File: src/rtl/lsu_pkg.sv
// Shared definitions for the load/store address-generation queue.
// Contents: funct3 size codes, op-type constants, queue entry bookkeeping struct and
// the misalignment predicate used when LSU_MISALIGN_TRAP_EN is defined.
// Operand value/tag/ready state lives in agu_operand_slot instances, so the entry
// struct here only carries the fields that never change after dispatch.
package lsu_pkg;

  // funct3[1:0] access size, funct3[2] selects zero-extension on loads.
  localparam logic [1:0] MEM_B = 2'b00;
  localparam logic [1:0] MEM_H = 2'b01;
  localparam logic [1:0] MEM_W = 2'b10;
  localparam int unsigned MEM_U_BIT = 2;

  localparam logic OP_LOAD  = 1'b0;
  localparam logic OP_STORE = 1'b1;

  typedef struct packed {
    logic        valid;
    logic        is_store;
    logic [2:0]  funct3;
    logic [31:0] imm;
  } entry_meta_t;

  // Halfword needs addr[0]==0, word needs addr[1:0]==0; bytes never fault.
  function automatic logic is_misaligned(logic [2:0] funct3, logic [1:0] addr_lo);
    return ((funct3[1:0] == MEM_H) && addr_lo[0]) ||
           ((funct3[1:0] == MEM_W) && (addr_lo != 2'b00));
  endfunction

endpackage

File: src/rtl/lsu_agu_queue_if.sv
// Bundle of the dispatch, CDB and LSU-issue signals of lsu_agu_queue.
// Signal names keep the queue's point of view (_i into the queue, _o out of it).
//   slave  : the queue itself
//   master : the surrounding pipeline (dispatch, CDB, lsu)
// Optional: lsu_misalign_o exists only when LSU_MISALIGN_TRAP_EN is defined.
interface lsu_agu_queue_if #(
  parameter int unsigned TAG_W         = 4,
  parameter int unsigned DMEM_ADDR_LEN = 8
);

  logic                     disp_valid_i;
  logic                     disp_ready_o;
  logic                     disp_is_store_i;
  logic [2:0]               disp_funct3_i;
  logic [31:0]              disp_imm_i;
  logic [TAG_W-1:0]         disp_rd_tag_i;
  logic [31:0]              disp_rs1_val_i;
  logic [TAG_W-1:0]         disp_rs1_tag_i;
  logic                     disp_rs1_rdy_i;
  logic [31:0]              disp_rs2_val_i;
  logic [TAG_W-1:0]         disp_rs2_tag_i;
  logic                     disp_rs2_rdy_i;

  logic                     cdb_valid_i;
  logic [TAG_W-1:0]         cdb_tag_i;
  logic [31:0]              cdb_data_i;

  logic                     lsu_valid_o;
  logic                     lsu_ready_i;
  logic                     lsu_is_store_o;
  logic [2:0]               lsu_funct3_o;
  logic [DMEM_ADDR_LEN-1:0] lsu_addr_o;
  logic [31:0]              lsu_wdata_o;
  logic [TAG_W-1:0]         lsu_rd_tag_o;
`ifdef LSU_MISALIGN_TRAP_EN
  logic                     lsu_misalign_o;
`endif

  modport slave (
`ifdef LSU_MISALIGN_TRAP_EN
    output lsu_misalign_o,
`endif
    input  disp_valid_i, disp_is_store_i, disp_funct3_i, disp_imm_i, disp_rd_tag_i,
    input  disp_rs1_val_i, disp_rs1_tag_i, disp_rs1_rdy_i,
    input  disp_rs2_val_i, disp_rs2_tag_i, disp_rs2_rdy_i,
    input  cdb_valid_i, cdb_tag_i, cdb_data_i,
    input  lsu_ready_i,
    output disp_ready_o,
    output lsu_valid_o, lsu_is_store_o, lsu_funct3_o, lsu_addr_o, lsu_wdata_o, lsu_rd_tag_o
  );

  modport master (
`ifdef LSU_MISALIGN_TRAP_EN
    input  lsu_misalign_o,
`endif
    output disp_valid_i, disp_is_store_i, disp_funct3_i, disp_imm_i, disp_rd_tag_i,
    output disp_rs1_val_i, disp_rs1_tag_i, disp_rs1_rdy_i,
    output disp_rs2_val_i, disp_rs2_tag_i, disp_rs2_rdy_i,
    output cdb_valid_i, cdb_tag_i, cdb_data_i,
    output lsu_ready_i,
    input  disp_ready_o,
    input  lsu_valid_o, lsu_is_store_o, lsu_funct3_o, lsu_addr_o, lsu_wdata_o, lsu_rd_tag_o
  );

endinterface

File: src/rtl/agu_operand_slot.sv
// One source-operand register of a queue entry.
// Written on push (value if ready, otherwise producer tag); while not ready it snoops
// the CDB and captures the value on a tag match. A push whose tag matches the
// same-cycle CDB broadcast is written already-ready.
// Ports:
//   clk_i, reset_i          clock, synchronous active-low reset
//   push_i                  entry is being written this cycle
//   push_val/tag/rdy_i      dispatched operand
//   cdb_valid/tag/data_i    result broadcast
//   val_o, rdy_o            registered operand value and ready flag
module agu_operand_slot #(
  parameter int unsigned TAG_W = 4
) (
  input  logic             clk_i,
  input  logic             reset_i,
  input  logic             push_i,
  input  logic [31:0]      push_val_i,
  input  logic [TAG_W-1:0] push_tag_i,
  input  logic             push_rdy_i,
  input  logic             cdb_valid_i,
  input  logic [TAG_W-1:0] cdb_tag_i,
  input  logic [31:0]      cdb_data_i,
  output logic [31:0]      val_o,
  output logic             rdy_o
);

  logic [31:0]      val_d, val_q;
  logic [TAG_W-1:0] tag_d, tag_q;
  logic             rdy_d, rdy_q;

  always_comb begin
    val_d = val_q;
    tag_d = tag_q;
    rdy_d = rdy_q;
    if (push_i) begin
      tag_d = push_tag_i;
      if (push_rdy_i) begin
        val_d = push_val_i;
        rdy_d = 1'b1;
      end else if (cdb_valid_i && (cdb_tag_i == push_tag_i)) begin
        val_d = cdb_data_i;
        rdy_d = 1'b1;
      end else begin
        rdy_d = 1'b0;
      end
    end else if (!rdy_q && cdb_valid_i && (cdb_tag_i == tag_q)) begin
      val_d = cdb_data_i;
      rdy_d = 1'b1;
    end
  end

  always_ff @(posedge clk_i) begin
    if (!reset_i) begin
      val_q <= '0;
      tag_q <= '0;
      rdy_q <= 1'b0;
    end else begin
      val_q <= val_d;
      tag_q <= tag_d;
      rdy_q <= rdy_d;
    end
  end

  assign val_o = val_q;
  assign rdy_o = rdy_q;

endmodule

File: src/rtl/lsu_agu_queue.sv
// In-order memory-op queue with address generation, between dispatch and the lsu.
// Ops are pushed at the tail, wait for rs1 (and rs2 for stores) via CDB snooping,
// and only the head is offered to the lsu, so issue follows program order.
// Effective address = (rs1 + imm) truncated to DMEM_ADDR_LEN bits.
// Ports:
//   clk_i    clock
//   reset_i  synchronous reset, active-low
//   flush_i  synchronous clear of all entries
//   bus      lsu_agu_queue_if.slave: dispatch, CDB and lsu-issue signals
// Optional: define LSU_MISALIGN_TRAP_EN to drive bus.lsu_misalign_o.
module lsu_agu_queue
  import lsu_pkg::*;
#(
  parameter int unsigned DEPTH         = 4,
  parameter int unsigned TAG_W         = 4,
  parameter int unsigned DMEM_ADDR_LEN = 8
) (
  input logic            clk_i,
  input logic            reset_i,
  input logic            flush_i,
  lsu_agu_queue_if.slave bus
);

  localparam int unsigned PtrW = $clog2(DEPTH);
  localparam int unsigned CntW = $clog2(DEPTH + 1);
  localparam logic [CntW-1:0] Full = CntW'(DEPTH);

  logic [PtrW-1:0]  head_d, head_q, tail_d, tail_q;
  logic [CntW-1:0]  count_d, count_q;
  entry_meta_t      meta_d   [DEPTH];
  entry_meta_t      meta_q   [DEPTH];
  logic [TAG_W-1:0] rd_tag_d [DEPTH];
  logic [TAG_W-1:0] rd_tag_q [DEPTH];

  logic [31:0] rs1_val [DEPTH];
  logic        rs1_rdy [DEPTH];
  logic [31:0] rs2_val [DEPTH];
  logic        rs2_rdy [DEPTH];

  logic        disp_ready, push, pop, lsu_valid;
  entry_meta_t head_meta;
  logic [31:0] ea;
  logic        unused_ea;

  // Deliberately ignores a same-cycle pop: a full queue stalls dispatch for one cycle.
  assign disp_ready = reset_i & ~flush_i & (count_q != Full);
  assign push       = bus.disp_valid_i & disp_ready;
  assign pop        = lsu_valid & bus.lsu_ready_i;

  for (genvar i = 0; i < DEPTH; i++) begin : g_entry
    logic push_here;
    assign push_here = push & (tail_q == PtrW'(i));

    agu_operand_slot #(
      .TAG_W(TAG_W)
    ) u_rs1 (
      .clk_i      (clk_i),
      .reset_i    (reset_i),
      .push_i     (push_here),
      .push_val_i (bus.disp_rs1_val_i),
      .push_tag_i (bus.disp_rs1_tag_i),
      .push_rdy_i (bus.disp_rs1_rdy_i),
      .cdb_valid_i(bus.cdb_valid_i),
      .cdb_tag_i  (bus.cdb_tag_i),
      .cdb_data_i (bus.cdb_data_i),
      .val_o      (rs1_val[i]),
      .rdy_o      (rs1_rdy[i])
    );

    // Loads never consume rs2, so it is written ready to keep it from blocking issue.
    agu_operand_slot #(
      .TAG_W(TAG_W)
    ) u_rs2 (
      .clk_i      (clk_i),
      .reset_i    (reset_i),
      .push_i     (push_here),
      .push_val_i (bus.disp_rs2_val_i),
      .push_tag_i (bus.disp_rs2_tag_i),
      .push_rdy_i (bus.disp_rs2_rdy_i | ~bus.disp_is_store_i),
      .cdb_valid_i(bus.cdb_valid_i),
      .cdb_tag_i  (bus.cdb_tag_i),
      .cdb_data_i (bus.cdb_data_i),
      .val_o      (rs2_val[i]),
      .rdy_o      (rs2_rdy[i])
    );
  end

  always_comb begin
    head_d   = head_q;
    tail_d   = tail_q;
    count_d  = count_q;
    meta_d   = meta_q;
    rd_tag_d = rd_tag_q;
    if (flush_i) begin
      head_d  = '0;
      tail_d  = '0;
      count_d = '0;
      for (int unsigned i = 0; i < DEPTH; i++) begin
        meta_d[i].valid = 1'b0;
      end
    end else begin
      if (push) begin
        meta_d[tail_q] = '{valid:    1'b1,
                           is_store: bus.disp_is_store_i,
                           funct3:   bus.disp_funct3_i,
                           imm:      bus.disp_imm_i};
        rd_tag_d[tail_q] = bus.disp_rd_tag_i;
        tail_d = tail_q + PtrW'(1);
      end
      if (pop) begin
        meta_d[head_q].valid = 1'b0;
        head_d = head_q + PtrW'(1);
      end
      unique case ({push, pop})
        2'b10:   count_d = count_q + CntW'(1);
        2'b01:   count_d = count_q - CntW'(1);
        default: count_d = count_q;
      endcase
    end
  end

  always_ff @(posedge clk_i) begin
    if (!reset_i) begin
      head_q  <= '0;
      tail_q  <= '0;
      count_q <= '0;
      for (int unsigned i = 0; i < DEPTH; i++) begin
        meta_q[i]   <= '0;
        rd_tag_q[i] <= '0;
      end
    end else begin
      head_q   <= head_d;
      tail_q   <= tail_d;
      count_q  <= count_d;
      meta_q   <= meta_d;
      rd_tag_q <= rd_tag_d;
    end
  end

  // Issue side is a pure function of registered state: no path from cdb_* or disp_*.
  assign head_meta = meta_q[head_q];
  assign lsu_valid = head_meta.valid & rs1_rdy[head_q] &
                     (~head_meta.is_store | rs2_rdy[head_q]);
  assign ea        = rs1_val[head_q] + head_meta.imm;
  assign unused_ea = ^ea[31:DMEM_ADDR_LEN];

  assign bus.disp_ready_o   = disp_ready;
  assign bus.lsu_valid_o    = lsu_valid;
  assign bus.lsu_is_store_o = head_meta.is_store;
  assign bus.lsu_funct3_o   = head_meta.funct3;
  assign bus.lsu_addr_o     = ea[DMEM_ADDR_LEN-1:0];
  assign bus.lsu_wdata_o    = rs2_val[head_q];
  assign bus.lsu_rd_tag_o   = rd_tag_q[head_q];

`ifdef LSU_MISALIGN_TRAP_EN
  assign bus.lsu_misalign_o = lsu_valid & is_misaligned(head_meta.funct3, ea[1:0]);
`endif

endmodule

File: src/flat_wrapper.sv
// flat-port wrapper written by rule: the top's interface ports become plain ports
module lsu_agu_queue_flat import lsu_pkg::*;
#(
  parameter int unsigned DEPTH         = 4,
  parameter int unsigned TAG_W         = 4,
  parameter int unsigned DMEM_ADDR_LEN = 8
)
  (clk_i, reset_i, flush_i, bus_disp_valid_i, bus_disp_is_store_i, bus_disp_funct3_i, bus_disp_imm_i, bus_disp_rd_tag_i, bus_disp_rs1_val_i, bus_disp_rs1_tag_i, bus_disp_rs1_rdy_i, bus_disp_rs2_val_i, bus_disp_rs2_tag_i, bus_disp_rs2_rdy_i, bus_cdb_valid_i, bus_cdb_tag_i, bus_cdb_data_i, bus_lsu_ready_i, bus_disp_ready_o, bus_lsu_valid_o, bus_lsu_is_store_o, bus_lsu_funct3_o, bus_lsu_addr_o, bus_lsu_wdata_o, bus_lsu_rd_tag_o);
  lsu_agu_queue_if #(.TAG_W(TAG_W), .DMEM_ADDR_LEN(DMEM_ADDR_LEN)) bus_i ();
  input logic clk_i;
  input logic reset_i;
  input logic flush_i;
  input wire logic [$bits(bus_i.disp_valid_i)-1:0] bus_disp_valid_i;
  input wire logic [$bits(bus_i.disp_is_store_i)-1:0] bus_disp_is_store_i;
  input wire logic [$bits(bus_i.disp_funct3_i)-1:0] bus_disp_funct3_i;
  input wire logic [$bits(bus_i.disp_imm_i)-1:0] bus_disp_imm_i;
  input wire logic [$bits(bus_i.disp_rd_tag_i)-1:0] bus_disp_rd_tag_i;
  input wire logic [$bits(bus_i.disp_rs1_val_i)-1:0] bus_disp_rs1_val_i;
  input wire logic [$bits(bus_i.disp_rs1_tag_i)-1:0] bus_disp_rs1_tag_i;
  input wire logic [$bits(bus_i.disp_rs1_rdy_i)-1:0] bus_disp_rs1_rdy_i;
  input wire logic [$bits(bus_i.disp_rs2_val_i)-1:0] bus_disp_rs2_val_i;
  input wire logic [$bits(bus_i.disp_rs2_tag_i)-1:0] bus_disp_rs2_tag_i;
  input wire logic [$bits(bus_i.disp_rs2_rdy_i)-1:0] bus_disp_rs2_rdy_i;
  input wire logic [$bits(bus_i.cdb_valid_i)-1:0] bus_cdb_valid_i;
  input wire logic [$bits(bus_i.cdb_tag_i)-1:0] bus_cdb_tag_i;
  input wire logic [$bits(bus_i.cdb_data_i)-1:0] bus_cdb_data_i;
  input wire logic [$bits(bus_i.lsu_ready_i)-1:0] bus_lsu_ready_i;
  output wire logic [$bits(bus_i.disp_ready_o)-1:0] bus_disp_ready_o;
  output wire logic [$bits(bus_i.lsu_valid_o)-1:0] bus_lsu_valid_o;
  output wire logic [$bits(bus_i.lsu_is_store_o)-1:0] bus_lsu_is_store_o;
  output wire logic [$bits(bus_i.lsu_funct3_o)-1:0] bus_lsu_funct3_o;
  output wire logic [$bits(bus_i.lsu_addr_o)-1:0] bus_lsu_addr_o;
  output wire logic [$bits(bus_i.lsu_wdata_o)-1:0] bus_lsu_wdata_o;
  output wire logic [$bits(bus_i.lsu_rd_tag_o)-1:0] bus_lsu_rd_tag_o;
  assign bus_i.disp_valid_i = bus_disp_valid_i;
  assign bus_i.disp_is_store_i = bus_disp_is_store_i;
  assign bus_i.disp_funct3_i = bus_disp_funct3_i;
  assign bus_i.disp_imm_i = bus_disp_imm_i;
  assign bus_i.disp_rd_tag_i = bus_disp_rd_tag_i;
  assign bus_i.disp_rs1_val_i = bus_disp_rs1_val_i;
  assign bus_i.disp_rs1_tag_i = bus_disp_rs1_tag_i;
  assign bus_i.disp_rs1_rdy_i = bus_disp_rs1_rdy_i;
  assign bus_i.disp_rs2_val_i = bus_disp_rs2_val_i;
  assign bus_i.disp_rs2_tag_i = bus_disp_rs2_tag_i;
  assign bus_i.disp_rs2_rdy_i = bus_disp_rs2_rdy_i;
  assign bus_i.cdb_valid_i = bus_cdb_valid_i;
  assign bus_i.cdb_tag_i = bus_cdb_tag_i;
  assign bus_i.cdb_data_i = bus_cdb_data_i;
  assign bus_i.lsu_ready_i = bus_lsu_ready_i;
  assign bus_disp_ready_o = bus_i.disp_ready_o;
  assign bus_lsu_valid_o = bus_i.lsu_valid_o;
  assign bus_lsu_is_store_o = bus_i.lsu_is_store_o;
  assign bus_lsu_funct3_o = bus_i.lsu_funct3_o;
  assign bus_lsu_addr_o = bus_i.lsu_addr_o;
  assign bus_lsu_wdata_o = bus_i.lsu_wdata_o;
  assign bus_lsu_rd_tag_o = bus_i.lsu_rd_tag_o;
  lsu_agu_queue #(.DEPTH(DEPTH), .TAG_W(TAG_W), .DMEM_ADDR_LEN(DMEM_ADDR_LEN)) u_core (.clk_i(clk_i), .reset_i(reset_i), .flush_i(flush_i), .bus(bus_i));
endmodule
File: config.mk
export PLATFORM = sky130hd
export DESIGN_NAME = lsu_agu_queue_flat
export DESIGN_NICKNAME = d
export VERILOG_FILES = /design/src/rtl/lsu_pkg.sv /design/src/rtl/lsu_agu_queue_if.sv /design/src/rtl/agu_operand_slot.sv /design/src/rtl/lsu_agu_queue.sv /design/src/flat_wrapper.sv
export SDC_FILE = /design/constraint.sdc
export NUM_CORES = 1
export LEC_CHECK = 0
export ABC_AREA = 1
export BUFFER_PORTS_ARGS = -buffer_cell sky130_fd_sc_hd__clkbuf_2
export CAP_MARGIN = 20
export CORE_MARGIN = 2
export CORE_UTILIZATION = 35
export DETAILED_ROUTE_END_ITERATION = 10
export PLACE_DENSITY = 0.56
export SLEW_MARGIN = 10
export SYNTH_ARGS = -nofsm -noshare
export SYNTH_HDL_FRONTEND = slang
export SYNTH_SLANG_ARGS = --single-unit
export TNS_END_PERCENT = 1
File: constraint.sdc
create_clock -name clk_i -period 4.3 [get_ports clk_i]
set_input_delay 0.86 -clock clk_i [delete_from_list [all_inputs] [get_ports clk_i]]
set_output_delay 0.86 -clock clk_i [all_outputs]
set_load 0.03 [all_outputs]
==> flow_summary.json <==
{
  "min_to": "u_core.meta_q[112]",
  "grt_first_pass_wirelength_mm": 85.8,
  "startpoint_type": "register",
  "synthAdderAreaFrac": 0.0151,
  "r2r_setup_slack_ps": 1120,
  "synth_compound_area_frac": 0.181,
  "critPathKind": "reg2out",
  "dieHeight_um": 217,
  "place_area_um2": 17000,
  "yosys.area_share.xor_xnor": 0.00552,
  "r2r-start": "u_core.head_q[0]",
  "cts_buffer_depth": 3,
  "cts_made_buffers": 34,
  "path_clk_slew_ps": 60,
  "vdd_drop_max_mv": 0.231,
  "max_stage_delay_ps": 470,
  "min_path_cells": 2,
  "design.core.area_um2": 45100,
  "initial_utilization": 0.352,
  "postLayoutCellArea_um2": 18100,
  "hold_start": "u_core.meta_q[112]",
  "grt_pass1_vias": 15600,
  "yosysUniqueCellTypes": 25,
  "total_power_mw": 6.29,
  "setup_viol": 0,
  "detail-route-antenna-nets": 0,
  "ys_ff_latch": 275,
  "synth_seq_area_share": 0.347,
  "maxCapViolations": 0,
  "cts_resized": 0,
  "syn_area_um2": 15900,
  "synthCells": 2669,
  "layout_common_cells": "nor2_1 (633), nand2_1 (535), a21oi_1 (276)",
  "gp_congestion": 0.808,
  "fin_setup_tns_ps": 0,
  "cts-root-buf": "clkbuf_16",
  "path_common_cell": "nand2_1",
  "cp.arrival_ps": 3160,
  "hold_class": "reg2reg",
  "worstReg2RegEnd": "u_core.count_q[2]",
  "hold_buffers": 0,
  "period_minus_slack_ps": 4020,
  "viasPerCell": 5.04,
  "vias": 16800,
  "cp.required_ps": 3440,
  "worst_pin_slew_ps": 1110,
  "clock-skew-final_ps": 24.7,
  "max_slew_margin": 0.258,
  "placement_rows": 78,
  "r2r_cells": 16,
  "cts_max_level": 2,
  "p_leak_nw": 8.62,
  "drc_errors": 0,
  "cts_tree": "done",
  "drt-initial-drc-count": 1201,
  "postCtsSetupBuffers": 0,
  "synth.avg_cell_area_um2": 5.95,
  "hold_viol": 0,
  "path_cells": "buf_6, nand2_1, a32oi_1, inv_1, fa_1, o21ai_0, nand2_1, nand2_1, a21oi_1, xor2_1, clkbuf_2",
  "crit_fanout": 24,
  "routedWlPerCell_um": 16.3,
  "final_nets": 2873,
  "synth_mux_area_frac": 0,
  "antenna_found_initial": 3,
  "wl_mm": 54.3,
  "synth_simple_gate_area_frac": 0.345,
  "layout-drive-gt1-share": 0.0999,
  "overflow": 0,
  "dr.pass1.iters": 5,
  "hold_slack_ps": 454,
  "period_share": 0.935,
  "yosysWarnings": 0,
  "status": "finished, final reports clean",
  "die_x_um": 217,
  "final_common_cell": "nor2_1",
  "grt_usage": 0.227,
  "fmaxAchievable_mhz": 249,
  "crit_slowest_cell": "fa_1",
  "worstSkewPairLatency_ps": 530,
  "powerDensity_nw_per_um2": 348,
  "final_max_slew_viol_count": 0,
  "cts.sink_count": 275,
  "ios": 206,
  "cp-end-kind": "output port",
  "hpwl_mm": 32.1,
  "portBuffers": 157,
  "dieArea_um2": 47100,
  "rsz0062_at_grt": "false",
  "synth_top_family_by_area": "simple AND/OR/NAND/NOR gates",
  "synth_nets": 2843,
  "area_delta_synth_final_pct": 13.8,
  "grt_max_degree": 100
}
logic make-up after synthesis:
family	Yosys count
fa+ha+maj	18
xor+xnor	10
buf+inv	432
compound gates	557
flops	275
simple gates	1377
metrics by stage:
| step | setup slack [ps] | utilization | instances |
|---|---|---|---|
| 6_report | 281 | 0.401 | 3325 |
| 5_1_grt | 36.8 | 0.401 | 3325 |
| 4_1_cts | 14.7 | 0.400 | 3324 |
| 3_5_place_dp | 592 | 0.376 | 3263 |
| 3_3_place_gp | 575 | 0.376 | 3263 |
| 2_1_floorplan | 480 | - | 2669 |
cell type report:
type | instances | area (um^2)
Timing Repair Buffer | 189 | 1060
Clock inverter | 13 | 138
Tap cell | 600 | 751
Multi-Input combinational cell | 1962 | 8740
Sequential cell | 275 | 5510
Fill cell | 4999 | 27000
Inverter | 237 | 896
Clock buffer | 48 | 955
Antenna cell | 1 | 2.50
worst max path at each step:
stage	startpoint	end	slack [ps]	cells past startpoint
CTS	u_core.head_q[1]	bus_lsu_addr_o[6]	10	12
detailed placement	u_core.head_q[1]	bus_lsu_addr_o[6]	590	12
global route	u_core.head_q[0]	bus_lsu_addr_o[6]	40	11
global placement	u_core.head_q[1]	bus_lsu_addr_o[6]	580	12
finish	u_core.head_q[0]	bus_lsu_addr_o[6]	280	11
floorplan	u_core.head_q[0]	bus_lsu_addr_o[6]	480	13
worst max-delay path, delay by kind of cell, from the launching register on:
family	cells	cell delay [ps]
simple gates	3	260
buf+inv	3	580
xor+xnor	1	160
fa+ha+maj	1	470
flops	1	450
compound gates	3	700
synthesized netlist by cell type, drive strengths merged:
cell	number	area, um^2
nor2	634	2390
nand2	540	2030
a21oi	276	1380
dfxtp	275	5510
inv	237	890
o21ai	223	1120
nand3	185	931
clkbuf	107	402
buf	88	404
o22ai	52	325
ha	16	200
or2	9	56.3
xor2	7	61.3
nand4	4	50.1
nor3	4	20.0
o21bai	3	22.5
xnor2	3	26.3
a32oi	2	17.5
fa	2	40.0
nand3b	1	7.51
o211ai	1	7.51
power breakdown:
group          total, mW  leakage (nW)  internal (mW)  switching, mW
Sequential          2.66          2.23           2.62         0.0374
Clock               2.85         0.540           1.68           1.17
Combinational      0.781          5.85          0.251          0.530
Total               6.29          8.62           4.55           1.73
metal layers:
metal / GRT usage / up-vias / routed length [um]
li1: - / 8519 / -
met1: 0.306 / 7645 / 24800
met2: 0.374 / 505 / 25000
met3: 0.0327 / 97 / 3190
met4: 0.0683 / 4 / 1350
met5: 0 / - / 28
sequential cells by signal, summed over array words and instances (netlist names):
signal and count:
u_core.head_q 2, u_core.g_entry.u_rs2.val_o 128, u_core.tail_q 2, u_core.count_q 3, u_core.g_entry.u_rs1.val_o 32, u_core.g_entry.u_rs2.rdy_o 4
u_core.g_entry.u_rs1.rdy_o 4, u_core.rd_tag_q 16, u_core.meta_q 52, u_core.g_entry.u_rs2.tag_q 16, u_core.g_entry.u_rs1.tag_q 16
Power figures use the tool's default switching activity.
